`config.mk`:
```
export PLATFORM = sky130hd
export DESIGN_NAME = traffic_sensor_if
export DESIGN_NICKNAME = d
export VERILOG_FILES = /design/src/rtl/traffic_sensor_if.sv
export SDC_FILE = /design/constraint.sdc
export NUM_CORES = 1
export LEC_CHECK = 0
export CAP_MARGIN = 10
export CORE_MARGIN = 10
export CORE_UTILIZATION = 44
export CTS_CLUSTER_DIAMETER = 200
export DETAILED_ROUTE_END_ITERATION = 16
export PLACE_DENSITY = 0.68
export SYNTH_ARGS = -nofsm -noshare
export SYNTH_HDL_FRONTEND = slang
export SYNTH_SLANG_ARGS = --single-unit
```
`constraint.sdc`:
```
create_clock -name CLOCK_50 -period 2.2 [get_ports CLOCK_50]
set_clock_uncertainty 0.2 [all_clocks]
set_input_delay 0.44 -clock CLOCK_50 [delete_from_list [all_inputs] [get_ports CLOCK_50]]
set_output_delay 0.44 -clock CLOCK_50 [all_outputs]
set_load 0.02 [all_outputs]
```
`src/rtl/traffic_sensor_if.sv`:
```
// Vehicle-detector front end: synchronises and debounces loop sensors, latches sticky
// per-direction service requests, counts waiting cars and flags a North/East green conflict.
module traffic_sensor_if #(
    parameter int DEB_MAX = 500000,
    parameter int CNT_W   = 4
) (
    input  logic             CLOCK_50,
    input  logic             KEY,
    input  logic [1:0]       SENSE,
    input  logic [2:0]       LED_N,
    input  logic [2:0]       LED_E,
    output logic [1:0]       REQ,
    output logic [CNT_W-1:0] CNT_N,
    output logic [CNT_W-1:0] CNT_E,
    output logic             CONFLICT
);

    localparam int             DW       = $clog2(DEB_MAX + 1);
    localparam logic [DW-1:0]  DEB_LAST = DW'(DEB_MAX - 1);
    localparam logic [CNT_W-1:0] CNT_SAT = {CNT_W{1'b1}};
    localparam logic [2:0]     LED_GREEN = 3'b001;

    // Reset asserts asynchronously but releases only after two clock edges.
    logic rst_meta_d, rst_meta_q;
    logic rst_sync_d, rst_sync_q;

    always_comb begin
        rst_meta_d = 1'b1;
        rst_sync_d = rst_meta_q;
    end

    always_ff @(posedge CLOCK_50 or negedge KEY) begin
        if (!KEY) begin
            rst_meta_q <= 1'b0;
            rst_sync_q <= 1'b0;
        end else begin
            rst_meta_q <= rst_meta_d;
            rst_sync_q <= rst_sync_d;
        end
    end

    logic [1:0]       sync0_d, sync0_q;
    logic [1:0]       sync1_d, sync1_q;
    logic [1:0]       lvl_d, lvl_q;
    logic [1:0]       lvl_prev_d, lvl_prev_q;
    logic [1:0]       green_prev_d, green_prev_q;
    logic [1:0]       req_d, req_q;
    logic             conflict_d, conflict_q;
    logic [DW-1:0]    deb_cnt_d [2];
    logic [DW-1:0]    deb_cnt_q [2];
    logic [CNT_W-1:0] car_cnt_d [2];
    logic [CNT_W-1:0] car_cnt_q [2];

    logic [1:0] green;
    logic [1:0] arrival;
    logic [1:0] green_exit;

    always_comb begin
        green[0]   = (LED_N == LED_GREEN);
        green[1]   = (LED_E == LED_GREEN);
        arrival    = lvl_q & ~lvl_prev_q;
        green_exit = green_prev_q & ~green;
    end

    // Next-state logic for synchroniser, debouncer, requests and counters.
    always_comb begin
        sync0_d      = SENSE;
        sync1_d      = sync0_q;
        lvl_d        = lvl_q;
        lvl_prev_d   = lvl_q;
        green_prev_d = green;
        req_d        = req_q;
        conflict_d   = conflict_q | (green[0] & green[1]);
        for (int i = 0; i < 2; i++) begin
            deb_cnt_d[i] = deb_cnt_q[i];
            car_cnt_d[i] = car_cnt_q[i];

            if (sync1_q[i] == lvl_q[i]) begin
                deb_cnt_d[i] = '0;
            end else if (deb_cnt_q[i] == DEB_LAST) begin
                lvl_d[i]     = sync1_q[i];
                deb_cnt_d[i] = '0;
            end else begin
                deb_cnt_d[i] = deb_cnt_q[i] + DW'(1);
            end

            // Serving green wins over a same-cycle arrival; a car still present at green end re-requests.
            if (green[i]) begin
                req_d[i] = 1'b0;
            end else if (arrival[i] || (green_exit[i] && lvl_q[i])) begin
                req_d[i] = 1'b1;
            end

            if (green[i]) begin
                car_cnt_d[i] = '0;
            end else if (arrival[i] && (car_cnt_q[i] != CNT_SAT)) begin
                car_cnt_d[i] = car_cnt_q[i] + CNT_W'(1);
            end
        end
    end

    always_ff @(posedge CLOCK_50 or negedge rst_sync_q) begin
        if (!rst_sync_q) begin
            sync0_q      <= '0;
            sync1_q      <= '0;
            lvl_q        <= '0;
            lvl_prev_q   <= '0;
            green_prev_q <= '0;
            req_q        <= '0;
            conflict_q   <= 1'b0;
            for (int i = 0; i < 2; i++) begin
                deb_cnt_q[i] <= '0;
                car_cnt_q[i] <= '0;
            end
        end else begin
            sync0_q      <= sync0_d;
            sync1_q      <= sync1_d;
            lvl_q        <= lvl_d;
            lvl_prev_q   <= lvl_prev_d;
            green_prev_q <= green_prev_d;
            req_q        <= req_d;
            conflict_q   <= conflict_d;
            for (int i = 0; i < 2; i++) begin
                deb_cnt_q[i] <= deb_cnt_d[i];
                car_cnt_q[i] <= car_cnt_d[i];
            end
        end
    end

    assign REQ      = req_q;
    assign CNT_N    = car_cnt_q[0];
    assign CNT_E    = car_cnt_q[1];
    assign CONFLICT = conflict_q;

endmodule

```
==> results.toml <==
[timing]
slew_viol_final = 0
fin_crit_ps = 2210
fin_crit_sh = 1.01
rsz0062_at_grt = "yes"
setup_viol = 1
finalHoldViolations = 0
worst_slack_ps = -11.2
max_freq_mhz = 452

[hold_path]
min_path_type = "in -> async"

[setup_path]
worst-path-buf-inv = 0
rrSetupSlack_ps = -10
end_kind = "flip-flop"
crit_chain = "or4b_4 -> or4_4 -> nor2_4 -> mux2_4"
startpoint_type = "flip-flop"
crit_type = "reg -> reg"
r2r_cells = 4
cp_top_family = "simple AND/OR/NAND/NOR gates"
reg2reg_to = "lvl_prev_d[1]$_DFFE_PN0P_"
crit_arrival_ps = 2240
r2r_start = "deb_cnt_q[9]$_DFF_PN0_"
critPathSlowestCell = "or4_4"
required_ps = 2230
worstPathMaxFanout = 2
cpPeakStageDelay_ps = 570

[global_routing]
antenna_found_initial = 0
grt_usage = 0.112
grt_pass1_wl_mm = 9.11
grt_overflow_total = 0
grt_pass1_vias = 2032
grt_max_degree = 60

[synth]
synthCells = 263
ys_seq_area_frac = 0.552
synth_area_leader_cell = "dfrtp_1"
ys_types = 38
synth_area_sq_um = 2770
ys_ff_latch = 61
synth_top_cell_area_share = 0.552
synth_ff_type = "dfrtp_1"
syn_nets = 277
yosys_warnings = 0
postSynth.asyncResetShare = 1.00
avgSynthCellArea_sq_um = 10.5
synth-edff-count = 0
synthTopCellsByArea = "dfrtp_1 55%, nor2_1 5.0%, xnor2_1 4.4%"

[routing]
routed_wl_mm = 5.29
vias = 2110
routed_via_density = 5.41
dr.pass1.iters = 4
ant_nets = 0
drc = 0
drtIter0Drc = 101
wl_per_cell_microns = 13.6

[final_layout]
regMostFlops = "deb_cnt_q"
n_antenna_cell = 0
nNetsFinal = 324
largest_register_ffs = 38
drive_above_1_share = 0.146
post-route-util = 0.574
area_growth_pct = 25.1

[cts]
cts_resized = 0
post_cts.repair.setup_buffers = 0
cts_root_buffer = "clkbuf_8"
clkSinkCount = 61
cts_buffers = 9
cts_max_path_buffers = 2
clkLatencyLatePin_ps = 340
path_clk_slew_ps = 70
h-tree-depth = 3
hold_buffers = 0
tritoncts = "built"

[floorplan]
die_y_microns = 99.3
pin_count = 21
die_w_microns = 99.3
rows = 28
initial_utilization = 0.459
die_area_sq_um = 9860
core_sq_um = 6030

[power_and_ir_drop]
power_density_nw_per_um2 = 688
p_leak_nw = 1.49
total_power_mw = 2.38
peakVddDrop_v = 0.000359

[run]
cap_viol_max_count = 0

[placed_design]
gp_congestion = 0.788
dpl.hpwl_mm = 3.66
port_buffers = 20

[status]
status = "complete, but fails checks"
violations = "negative setup slack"
## through the flow
stage                     instance area [sq um]  cells  worst slack [ps]  hold WS [ps]  TNS, ps
after floorplan                            2770    263              9.40         -55.6        0
after global placement                     3220    374              40.2          76.1        0
after detailed placement                   3220    374              16.4          82.2        0
after CTS                                  3440    390              4.70          43.8        0
after global routing                       3460    390             -52.3          56.2     -173
final                                      3460    390             -11.2          61.9    -11.2
## placed cells by master, fill, tap and decap left out, types with 3 or more instances in the layout
cell              n
dfrtp_1          60
nor2_1           36
clkdlybuf4s50_1  20
buf_4            19
a21oi_1          16
nand2_1          15
xor2_1           14
xnor2_1          14
nand3_1          12
or3_1            11
clkbuf_8         11
nand4_1           9
o21ai_0           9
or4_1             6
inv_1             6
o31ai_1           5
and3_1            4
ha_1              4
nand2b_1          3
nor3_1            3
and2_1            3
nor4_1            3
## worst register-to-register path, cell delays in order (launching register included)
cell and delay (ps):
dfrtp_1 380, or4b_4 530, or4_4 570, nor2_4 130
mux2_4 300
## how the worst max path moves through the flow
stage                                        from                   endpoint  slack [ps]  cells after the start
final                      deb_cnt_q[9]$_DFF_PN0_  lvl_prev_d[1]$_DFFE_PN0P_         -10                      4
after global routing       deb_cnt_q[9]$_DFF_PN0_  lvl_prev_d[1]$_DFFE_PN0P_         -50                      4
after floorplan           deb_cnt_q[11]$_DFF_PN0_  lvl_prev_d[1]$_DFFE_PN0P_           9                      4
after global placement    deb_cnt_q[14]$_DFF_PN0_  lvl_prev_d[1]$_DFFE_PN0P_          40                      4
after CTS                 deb_cnt_q[14]$_DFF_PN0_  lvl_prev_d[1]$_DFFE_PN0P_           5                      4
after detailed placement  deb_cnt_q[14]$_DFF_PN0_  lvl_prev_d[1]$_DFFE_PN0P_          20                      4
## routing by layer
layer	vias up	wire length [microns]	GRT usage	part of all wire
met2	50	2290	0.167	0.43
met4	0	118	0.0628	0.022
li1	1022	-	-	-
met3	10	321	0.0401	0.061
met5	-	0	0	0
met1	1028	2570	0.137	0.48
## layout make-up
class / instances / area [sq um]
clock buffer: 12 / 155
fill: 529 / 2560
multi-input combinational: 191 / 1210
timing repair buffer: 41 / 383
clock inverter: 4 / 70.1
sequential: 61 / 1530
inverter: 6 / 22.5
tap: 75 / 93.8
## where the power goes
part	internal [mW]	leakage, nW	switching (mW)
Sequential	1.14	0.829	0.0138
Combinational	0.0488	0.548	0.0582
Clock	0.696	0.116	0.421
Total	1.89	1.49	0.493
## synth_stat cells (2+ instances only)
cell type / instances
nand2b_1: 3
clkbuf_1: 3
and2_1: 3
mux2_2: 2
nand4_1: 9
nand3b_1: 2
ha_1: 4
mux2i_1: 2
nor4_1: 3
and3_1: 4
or3_1: 11
or4_1: 7
and4_1: 2
nand3_1: 12
nand4b_1: 2
dfrtp_1: 61
xnor2_1: 14
xor2_1: 14
o21ai_0: 9
inv_1: 6
nor3b_1: 2
nor2_1: 37
o31ai_1: 5
a21oi_1: 16
nand2_1: 15
nor3_1: 3
## cells by family (layout without fill, tap and decap cells)
kind of cell / after synthesis / after routing / synth area share
compound gates: 33 / 33 / 0.0692
xor+xnor: 28 / 28 / 0.0886
fa+ha+maj: 4 / 4 / 0.0181
buf+inv: 11 / 63 / 0.0181
flops: 61 / 61 / 0.552
mux: 4 / 4 / 0.0154
other cells: 1 / 1 / 0.00136
simple gates: 121 / 121 / 0.237
No activity file was read; power rests on OpenSTA's default activity.
